<file path="src/rtl/freq_gen.sv">
// Programmable square-wave source: BCD Hz setpoint -> binary -> half-period -> 50% wave.
// Define FREQ_GEN_CNT_EN to add the edge_cnt rising-edge counter port.
module freq_gen #(
  parameter int unsigned CLK_HZ = 50_000_000
) (
  input  logic        clk,
  input  logic        rst,
  input  logic        load,
  input  logic [23:0] freq_bcd,
  output logic        sig_out,
  output logic        busy,
  output logic        done,
  output logic        err
`ifdef FREQ_GEN_CNT_EN
  ,
  output logic [31:0] edge_cnt
`endif
);

  localparam logic [31:0] DIVIDEND = 32'(CLK_HZ);

  typedef enum logic [1:0] {S_IDLE, S_CONV, S_DIV, S_CHECK} state_t;

  state_t      state_q;
  logic [4:0]  step_q;
  logic [23:0] bcd_q;
  logic [19:0] acc_q;
  logic        inv_q;
  logic [20:0] rem_q;
  logic [31:0] quo_q;
  logic [31:0] pend_q;
  logic        busy_q, done_q, err_q;

  logic [31:0] act_q, cnt_q;
  logic        sig_q;

  logic [3:0]  digit;
  logic [19:0] acc_d;
  logic [20:0] divisor;
  logic [21:0] rem_sh;
  logic        ge;
  logic        f_zero;
  logic        accept;
  logic        commit;
  logic        wrap;

  always_comb begin
    digit   = bcd_q[23:20];
    acc_d   = (acc_q << 3) + (acc_q << 1) + {16'b0, digit};
    divisor = {acc_q, 1'b0};
    // Quotient bits shift in at the bottom while dividend bits leave from the top.
    rem_sh  = {rem_q, quo_q[31]};
    ge      = rem_sh >= {1'b0, divisor};
    f_zero  = (acc_q == '0);
    accept  = !inv_q && (f_zero || (quo_q != '0));
    commit  = (state_q == S_CHECK) && accept;
    wrap    = (act_q != '0) && (cnt_q == act_q - 32'd1);
  end

  always_ff @(posedge clk) begin
    if (rst) begin
      state_q <= S_IDLE;
      step_q  <= '0;
      bcd_q   <= '0;
      acc_q   <= '0;
      inv_q   <= 1'b0;
      rem_q   <= '0;
      quo_q   <= '0;
      pend_q  <= '0;
      busy_q  <= 1'b0;
      done_q  <= 1'b0;
      err_q   <= 1'b0;
    end else begin
      done_q <= 1'b0;
      case (state_q)
        S_IDLE: begin
          if (load) begin
            bcd_q   <= freq_bcd;
            acc_q   <= '0;
            inv_q   <= 1'b0;
            step_q  <= '0;
            busy_q  <= 1'b1;
            state_q <= S_CONV;
          end
        end
        S_CONV: begin
          acc_q  <= acc_d;
          bcd_q  <= {bcd_q[19:0], 4'h0};
          step_q <= step_q + 5'd1;
          if (digit > 4'd9) inv_q <= 1'b1;
          if (step_q == 5'd5) begin
            step_q  <= '0;
            rem_q   <= '0;
            quo_q   <= DIVIDEND;
            state_q <= S_DIV;
          end
        end
        S_DIV: begin
          rem_q  <= ge ? 21'(rem_sh - {1'b0, divisor}) : rem_sh[20:0];
          quo_q  <= {quo_q[30:0], ge};
          step_q <= step_q + 5'd1;
          if (step_q == 5'd31) state_q <= S_CHECK;
        end
        default: begin
          // f=0 runs the divider anyway for fixed latency; its quotient is ignored.
          err_q   <= !accept;
          if (accept) pend_q <= f_zero ? '0 : quo_q;
          busy_q  <= 1'b0;
          done_q  <= 1'b1;
          state_q <= S_IDLE;
        end
      endcase
    end
  end

  always_ff @(posedge clk) begin
    if (rst) begin
      act_q <= '0;
      cnt_q <= '0;
      sig_q <= 1'b0;
    end else if (act_q == '0) begin
      act_q <= pend_q;
      cnt_q <= '0;
      sig_q <= 1'b0;
    end else if (wrap) begin
      // New half-period only takes effect at a toggle, so no runt pulses.
      act_q <= pend_q;
      cnt_q <= '0;
      sig_q <= (pend_q == '0) ? 1'b0 : !sig_q;
    end else begin
      cnt_q <= cnt_q + 32'd1;
    end
  end

`ifdef FREQ_GEN_CNT_EN
  logic [31:0] edge_q;

  always_ff @(posedge clk) begin
    if (rst)                                    edge_q <= '0;
    else if (commit)                            edge_q <= '0;
    else if (wrap && (pend_q != '0) && !sig_q)  edge_q <= edge_q + 32'd1;
  end

  assign edge_cnt = edge_q;
`else
  logic unused_commit;
  assign unused_commit = commit;
`endif

  assign sig_out = sig_q;
  assign busy    = busy_q;
  assign done    = done_q;
  assign err     = err_q;

endmodule

</file>
<file path="config.mk">
export PLATFORM = sky130hd
export DESIGN_NAME = freq_gen
export DESIGN_NICKNAME = d
export VERILOG_FILES = /design/src/rtl/freq_gen.sv
export SDC_FILE = /design/constraint.sdc
export NUM_CORES = 1
export LEC_CHECK = 0
export CAP_MARGIN = 20
export CORE_MARGIN = 4
export CORE_UTILIZATION = 40
export CTS_CLUSTER_SIZE = 25
export DETAILED_ROUTE_END_ITERATION = 16
export GPL_ROUTABILITY_DRIVEN = 1
export PLACE_DENSITY = 0.64
export SETUP_SLACK_MARGIN = 0.15
export SYNTH_ARGS = -nofsm -noshare
export SYNTH_HDL_FRONTEND = slang
export SYNTH_SLANG_ARGS = --single-unit
export TNS_END_PERCENT = 1
</file>
<file path="constraint.sdc">
create_clock -name clk -period 3.6 [get_ports clk]
set_clock_uncertainty 0.15 [all_clocks]
set_input_delay 0.72 -clock clk [delete_from_list [all_inputs] [get_ports clk]]
set_output_delay 0.72 -clock clk [all_outputs]
set_load 0.02 [all_outputs]
</file>
# Yosys cells after proc, flatten, opt, wreduce, memory -nomap -nowiden
# Cells that the tools add are included.
[word_totals]
regBits = 205
in_bits = 27
word_cells = 86
[classes]
n_eq_ne = 9
n_addsub = 6
n_reduce_logical = 27
n_mux = 26
magnitude_cmp = 2
n_bitwise = 2
[ops]
columns = ["cell", "n"]
rows = [
  ["32-bit two-way mux", 4],
  ["32-bit logical NOT", 2],
  ["32-bit case mux with 2 select lines", 1],
  ["32-bit nonzero test", 2],
  ["24-bit case mux with 2 select lines", 1],
  ["21-bit two-way mux", 2],
  ["21-bit case mux with 2 select lines", 1],
  ["20-bit case mux with 2 select lines", 1],
  ["32-bit by 1-bit adder with 32-bit output (second input constant)", 1],
  ["32-bit equality test", 1],
  ["32-bit by 1-bit subtractor with 32-bit output (second input constant)", 1],
  ["24-bit two-way mux", 1],
  ["22-bit by 21-bit greater-or-equal comparator with 1-bit output", 1],
  ["21-bit subtractor", 1],
  ["20-bit adder", 1],
  ["20-bit by 4-bit adder with 20-bit output", 1],
  ["20-bit logical NOT", 1],
  ["20-bit two-way mux", 1],
  ["5-bit case mux with 3 select lines", 1],
  ["5-bit two-way mux", 2],
  ["2-bit AND reduction", 5],
  ["2-bit != test (second input constant)", 4],
  ["2-bit two-way mux", 3],
  ["2-bit case mux with 3 select lines", 1],
  ["other kinds (18)", 32],
]

# Depth between registers and ports, before layout
# Gate-level depths: netlist of the first run.
[logic_depth]
word_depth = 5
depth_mapped = 13
depth_no_buf = 13

# Worst setup path before layout of the first run
# No wires, ideal clock.
[synth_timing]
path_type = "register to register"
startpoint = "reg acc_q[0]"
endpoint = "reg acc_q[19]"
path_stages_with_launch = 12
path_slack_ns = 0.379
t_arrival_ns = 2.955
synth_period_minus_slack_ns = 3.221
t_required_ns = 3.333
cell_sequence = "dfxtp_1 -> fa_1 -> ha_1 -> a21o_1 -> a21o_1 -> a2111oi_0 -> nor4_1 -> nor3_1 -> o21ai_0 -> a21oi_1 -> xnor2_1 -> a22o_1"
[synth_via]
elab_chain_len = 3
[synth_rtl]
columns = ["element", "line", "rtl"]
rows = [
  ["start, declared", "27", "logic [19:0] acc_q;"],
  ["start signal, assigned", "65", "acc_q <= '0;"],
  ["start signal, assigned", "79", "acc_q <= '0;"],
  ["start signal, assigned", "87", "acc_q <= acc_d;"],
  ["20-bit adder", "49", "acc_d = (acc_q << 3) + (acc_q << 1) + {16'b0, digit};"],
  ["20-bit by 4-bit adder with 20-bit output", "49", ""],
  ["20-bit case mux with 2 select lines", "75", "case (state_q)"],
]
# No other way between the ends.
# A chain may end at the register's enable or synchronous reset.

# Worst setup path after layout of the first run
[layout_timing]
startpoint = "reg act_q[0]"
endpoint = "reg sig_q, in the netlist sig_out"
[layout_via]
elab_chain_len = 3
elab_cells_between_ends = 6
classes_between = "add/sub (1); eq/ne (1); reduce/logical (4)"
[layout_rtl]
columns = ["element", "line", "rtl"]
rows = [
  ["start, declared", "34", "logic [31:0] act_q, cnt_q;"],
  ["start signal, assigned", "122", "act_q <= pend_q;"],
  ["start signal, assigned", "127", "act_q <= pend_q;"],
  ["32-bit by 1-bit subtractor with 32-bit output", "57", "wrap = (act_q != '0) && (cnt_q == act_q - 32'd1);"],
  ["32-bit equality test", "57", ""],
  ["1-bit logical AND", "57", ""],
  ["end signal, assigned", "129", "sig_q <= (pend_q == '0) ? 1'b0 : !sig_q;"],
  ["end, declared", "35", "logic sig_q;"],
]
# Parallel ways exist; a longest one is shown, timed or not.

==> summary.md, run 1 <==
| Metric | Value |
|---|---|
| Number of global-route vias before repair | 9114 |
| Die Ht | ~180 um |
| DR iter-0 viols | 605 |
| Overflow after GRT | 0 |
| Cell row count | 61 |
| Area delta synth->final | 14.15% |
| Setup crit start kind | flip-flop |
| Synthesized area | around 11000 sq um |
| Post-CTS Hold Fix Bufs | 0 |
| Leakage | 4.929 nW |
| Hold endpoint | err |
| First drt pass iteration count | 5 |
| Routed wire per std cell | between 15 and 20 um |
| Sequential Area | roughly 4100 sq um |
| Most frequent cell after synthesis | dfxtp_1 |
| Unique cell type count in the Yosys netlist | between 60 and 70 |
| Status | finished clean |
| Slew headroom | a little over a third |
| Initial core utilization | between 40% and 50% |
| YS warnings | 0 |
| Crit Path Class | flip-flop to flip-flop |
| Placed Instances | approximately 1700 |
| CP endpoint kind | flip-flop |
| H-tree depth | 1 |
| Worst-Skew Late Latency | between 0.5 and 0.6 ns |
| DRT Wirelength | ~26000 um |
| Fin. Hold Viols | 0 |
| CP arrival | approximately 3.6 ns |
| Synthesis-stage register bit count | about 200 |
| Tot GR Track Use | roughly 17% |
| Syn nets | ~1400 |
| Vias per cell | around 5.5 |
| Hold_sp | err |
| Crit Reg-Reg Endpoint | sig_out |
| Global placement routability congestion | about 0.82 |
| Clock-pin slew on the worst setup and hold paths | 0.06 ns |
| Multi-input gate area in the final layout | between 6000 and 7000 sq um |
| Clock period minus worst slack | 3.303 ns |
| Reg2reg start | act_q[0] |
| HP Class | flip-flop to flip-flop |
| Die width | approximately 180 um |
| Fmax | between 300 and 400 MHz |
| P per Cell Area | 599.8 nW/um^2 |
| Final setup TNS | 0 ns |
| CTS tree | yes |
| Period utilisation layout | roughly 90% |
| Seq/Total Area, Yosys | a little over a third |
| CTS root buffer | clkbuf_16 |
| First-pass GRT wire length | 44860 um |
| CTS max path bufs | 3 |
| DR vias | 9422 |
| Power, Total | 0.007671 W |
| Total Nets Final | ~1400 |
| Port-buffer cells | 30 |
| Largest net degree at the start of global routing | roughly 40 |
| Synth Area per Inst | between 8 and 9 sq um |
| RSZ-0062 raised after global routing | true |
| Hold depth | 1 |
| Top_reg_cell synth | dfxtp_1 |
| Synth top area cells | dfxtp_1 37%, ha_1 7.0%, nor2_1 5.5% |
| Largest area contributor in the synthesized netlist | dfxtp_1 |
| Max-Cap Viols | 0 |
| Max VDD drop | approximately 420 uV |
| Antenna viol nets, final | 0 |
| DR DRC count | 0 |
| Slew Viols, Final | 0 |
| Worst slew pin tran | 0.9522 ns |
| Num CTS Buffers | 25 |
| Cells after Synth | about 1300 |
| Hold_ws | ~0.32 ns |
| Fin cells | approximately 1700 |
| Die area | 30760 sq um |
| Diodes inserted | 0 |
| Share of layout cells above drive strength 1 | under 10% |
| Core area | between 20000 and 30000 sq um |
| Post-synth top area share | between 30% and 40% |
| Reg2reg setup slack | ~0.30 ns |
| CTS sink cnt | approximately 210 |
| Post-synth ARST share | 0% |
| Final core utilization | between 40 and 50% |
| CP max FO | 6 |
| Final HPWL DP | between 15000 and 20000 um |
| Worst endpoint required time | roughly 3.9 ns |
| Final setup viols | 0 |
| I/O pin total | 31 |
| Layout fillers | between 2000 and 3000 |
| Commonest cells post-synth | 205 x dfxtp_1, 163 x nor2_1, 97 x o21ai_0 |
| Initial antenna violation count | 0 |
| EDFF count, synth | 0 |
| R2r worst-path depth | 10 |
## cell families after synthesis
group,synth area share (%)
muxes,3.964
and+or+nand+nor,19.09
xor gates and xnor gates,7.816
DFF,36.62
buffers and inverters,3.930
AOI/OAI and AO/OA,21.00
adders and majority gates,7.570
## what timing repair did
item,in CTS,in global routing
pin swaps,0,1
buffers inserted,0,0
gates resized for setup,1,6
endpoints found under the setup margin,1,79
## per-stage QoR
stage	setup slack (ns)	instance area, sq um
after detailed placement	0.1561	11930
after global placement	0.1743	11930
final	0.2972	12790
after CTS	0.2322	12770
after floorplan	0.3786	11210
after global routing	0.09096	12790
## layout by cell type (no fill, tap or decap), types with 16 or more instances in the layout
cell | netlist | layout
a21oi_1 | 85 | 85
a22o_1 | 43 | 43
a22oi_1 | 35 | 35
buf_4 | 0 | 25
clkbuf_16 | 0 | 25
clkdlybuf4s50_1 | 0 | 29
dfxtp_1 | 205 | 204
ha_1 | 63 | 63
inv_1 | 44 | 44
mux2_2 | 19 | 19
mux2i_1 | 23 | 23
nand2_1 | 62 | 62
nand3_1 | 53 | 53
nand4_1 | 16 | 16
nor2_1 | 163 | 162
nor4_1 | 31 | 30
o21ai_0 | 97 | 95
o22ai_1 | 34 | 34
xnor2_1 | 59 | 59
xor2_1 | 41 | 41
## how the worst max path moves through the flow
stage | start | endpoint | slack [ns] | depth (start not counted)
after floorplan | acc_q[0] | acc_q[19] | 0.38 | 11
after global placement | bcd_q[23] | acc_q[19] | 0.17 | 12
after detailed placement | bcd_q[23] | acc_q[19] | 0.16 | 12
after CTS | bcd_q[23] | acc_q[19] | 0.23 | 12
after global routing | act_q[5] | act_q[8] | 0.09 | 10
final | act_q[0] | sig_out | 0.30 | 10
## state kept, by name (all words and copies together), names as in the netlist
signal and cells:
step_q 5, bcd_q 24, inv_q 1, quo_q 32
busy 1, act_q 32, acc_q 20, done 1
state_q 2, rem_q 21, err 1, cnt_q 32
sig_out 1, pend_q 32
## layer usage
layer	wire (um)	vias up	GRT usage [%]
li1	-	4841	-
met1	13070	4428	23.74
met2	11680	128	27.33
met3	968	25	2.604
met4	306	0	3.011
met5	0	-	0
## worst max-delay path: stages, from the launching register on
cell       delay (ns)
dfxtp_1          0.35
inv_1            0.07
ha_1             0.19
nor4b_4          0.38
nand3b_1         0.13
a2111o_1         0.45
a2111oi_2        0.42
nand4_1          0.18
or3_1            0.43
or3_1            0.36
a21boi_1         0.13
## power breakdown
part / internal (W) / switching, W / total [W]
Sequential: 0.00252 / 0.000249 / 0.00277
Combinational: 0.00107 / 0.00130 / 0.00237
Clock: 0.00154 / 0.000991 / 0.00253
## cell type report
| type | instances | share of cell area (%) |
|---|---|---|
| flip-flops and latches | 205 | 32.09 |
| multi-input cells | 999 | 52.53 |
| inverters | 44 | 1.291 |
| clock buffers | 39 | 5.693 |
| repair buffers | 55 | 3.893 |
| well taps | 378 | 3.698 |
| clock inverters | 7 | 0.8021 |
Power figures use the tool's default switching activity.
==> run 2, diff against run 1 <==
Settings changed: GPL_TIMING_DRIVEN from default to 1, SKIP_CTS_REPAIR_TIMING from default to 1.
==> results of run 2 <==
No change in the layout: final DEF, timing and power equal those of run 1.
Main changes from that run: wire length of the first global-routing pass 44860 um -> 44820 um; via count of the first global-routing pass 9114 -> 9108; overall routing resource usage 16.73% -> 16.71%; met2 usage 27.33% -> 27.25%
==> run 3, diff against run 2 <==
Settings changed: GPL_ROUTABILITY_DRIVEN 1 to 0, GPL_TIMING_DRIVEN 1 to 0.
==> run 3 against run 2 <==
Compared with the run above: flip-flop and latch count is the same; sequential share of layout area shrank 0.43 points; register-to-register slack lost 0.05 ns; critical path type unchanged; design area grew 1.5%; highest routed layer unchanged.
==> summary.md, run 3 (synthesized netlist as in run 1, its figures left out) <==
| Metric | Value |
|---|---|
| CP arrival | 3.62 ns (about the same) |
| Final core utilization | 46.85% (+0.68 points) |
| Overflow after GRT | 0 (unchanged) |
| RSZ-0062 raised after global routing | true |
| First-pass GRT wire length | about 45000 um |
| CP max FO | 3 (-3) |
| Pre-CTS setup slack | -0.2207 ns (-0.3767 ns) |
| Share of layout cells above drive strength 1 | 7.874% (-0.058 points) |
| Initial core utilization | 40.45% (unchanged) |
| Initial antenna violation count | 0 (unchanged) |
| DR iter-0 viols | 475 (-21%) |
| Tot GR Track Use | approximately 17% |
| Reg2reg setup slack | 0.24 ns (-0.05 ns) |
| Layout fillers | 2687 (-0.33%) |
| Critical Path End | acc_q[18] |
| Diodes inserted | 0 (unchanged) |
| First drt pass iteration count | 7 (+2) |
| Slew Viols, Final | 0 (unchanged) |
| Logic pwr share | 31.4% (+0.5 points) |
| Period utilisation layout | 93.21% (+1.5 points) |
| Max VDD drop | 370.3 uV (-13%) |
| Final setup viols | 0 (unchanged) |
| Fmax | 298.0 MHz (-1.6%) |
| CTS max path bufs | 3 (unchanged) |
| Largest net degree at the start of global routing | 14 (-66%) |
| Cell internal pwr | 0.005075 W (-1.0%) |
| CP max-delay cell | fa_1 |
| Leakage | 4.980 nW (+1.0%) |
| Routed wire per std cell | 15.27 um (+1.3%) |
| Clk pwr share | 32.5% (-0.4 points) |
| Reg2reg start | bcd_q[23] |
| Worst endpoint required time | 3.86 ns (-0.07 ns) |
| Vias per cell | 5.424 (-0.58%) |
| CTS root buffer | clkbuf_16 |
| Final HPWL DP | 20020 um (+9.2%) |
| Sw Ratio | 34.18% (+1.0 points) |
| Clock-pin slew on the worst setup and hold paths | 0.06 ns (about the same) |
| I/O pin total | 31 (unchanged) |
| Port-buffer cells | 30 (unchanged) |
| Total Nets Final | 1474 (+3.6%) |
| Core area | 27710 sq um (unchanged) |
| CTS tree | yes |
| Launch point of the worst path | bcd_q[23] |
| Worst-Skew Late Latency | 0.54 ns (about the same) |
| Die Ht | 175.4 um (unchanged) |
| DR vias | 9628 (+2.2%) |
| Cell mode on critical path | o21ai_0 |
| Fin. Hold Viols | 0 (unchanged) |
| DR DRC count | 0 (unchanged) |
| P per Cell Area | 594.0 nW/um^2 (-0.95%) |
| Power, Total | 0.007710 W (+0.51%) |
| Setup crit start kind | flip-flop |
| CP cell instances | fa_1 > inv_1 > fa_1 > nor2b_1 > o21ai_0 > a21boi_1 > o21ai_0 > a31oi_2 > a221oi_1 > o21ai_0 > xor2_1 > a22o_1 |
| Number of global-route vias before repair | about 9200 |
| Worst slew pin tran | 1.057 ns (+0.1048 ns) |
| Crit Reg-Reg Endpoint | acc_q[18] |
| Final setup TNS | 0 ns (unchanged) |
| Most common cell after layout, fill and taps aside | dfxtp_1 |
| Most frequent cells in the layout | 200 x dfxtp_1, 163 x nor2_1, 96 x o21ai_0 |
| Die area | 30760 sq um (unchanged) |
| Max-Cap Viols | 0 (unchanged) |
| Crit Path Class | flip-flop to flip-flop |
| Num CTS Buffers | 25 (unchanged) |
| Final setup margin | 0.2445 ns (-0.05273 ns) |
| R2r worst-path depth | 12 (+2) |
| Clock period minus worst slack | 3.356 ns (+0.05273 ns) |
| Antenna viol nets, final | 0 (unchanged) |
| Slew headroom | 28.88% (-7.6 points) |
| Seq pwr share | 36.1% (about the same) |
| Die width | 175.4 um (unchanged) |
| DRT Wirelength | 27100 um (+4.1%) |
| CTS sink cnt | 205 (unchanged) |
| Net Switching | 0.002635 W (+3.6%) |
| Cell row count | 61 (unchanged) |
| HP Class | flip-flop to flip-flop |
| Status | finished clean |
| Hold_ws | 0.3210 ns (+0.002692 ns) |
| Slowest stage delay, CP | 0.58 ns (+0.13 ns) |
| H-tree depth | 1 (unchanged) |
| CP endpoint kind | flip-flop |
| Area delta synth->final | 15.83% |
run 3: changes by cell type in the layout (fill, tap and decap cells not counted), sizes merged:
| cell | previous run | this run |
|---|---|---|
| clkinv | 3 | 7 |
| clkbuf | 39 | 88 |
| clkinvlp | 1 | 2 |
| clkdlybuf4s50 | 29 | 30 |
| buf | 26 | 19 |
run 3: per-layer routing:
metal	wire (um)	GRT usage, %
met1	13240	23.17
met5	0	0
met2	12360	28.23
met4	506	3.961
met3	987	2.518
run 3: layout make-up:
class	instances	area [sq um]	share of cell area (%)
plain buffers	71	306.5	2.362
clock inverters	12	137.6	1.060
clock buffers	31	678.2	5.225
repair buffers	35	337.8	2.603
multi-input cells	999	6771	52.17
well taps	378	473.0	3.644
flip-flops and latches	205	4110	31.67
inverters	44	165.2	1.272
run 3: power by group through the flow:
stage	sequential, W	combinational [W]	clock (W)
after floorplan	0.00275	0.00185	0
after global placement	0.00282	0.00233	0
after detailed placement	0.00283	0.00236	0
after CTS	0.00278	0.00237	0.00256
after global routing	0.00282	0.00270	0.00263
final	0.00279	0.00242	0.00250
run 3: how the worst min path moves through the flow:
stage | startpoint | to | slack, ns | depth (start not counted)
floorplan | rem_q[20] | rem_q[20] | 0.29 | 2
global placement | err | err | 0.30 | 1
detailed placement | err | err | 0.31 | 1
CTS | err | err | 0.33 | 1
global route | cnt_q[0] | cnt_q[0] | 0.35 | 1
finish | err | err | 0.32 | 1
run 3: critical path, delay by kind of cell, from the launching register on:
family / cells / cell delay (ns)
buffers and inverters: 1 / 0.07
XOR/XNOR: 1 / 0.10
AND/OR/NAND/NOR: 1 / 0.13
AO/OA/AOI/OAI: 7 / 1.41
adder cells (fa/ha/maj): 2 / 1.03
flip-flops: 1 / 0.34
run 3: through the flow:
step	instance area (sq um)	instances
finish	12980	1775
global placement	11980	1727
CTS	12790	1770
floorplan	11210	1319
detailed placement	11980	1727
global route	12980	1775
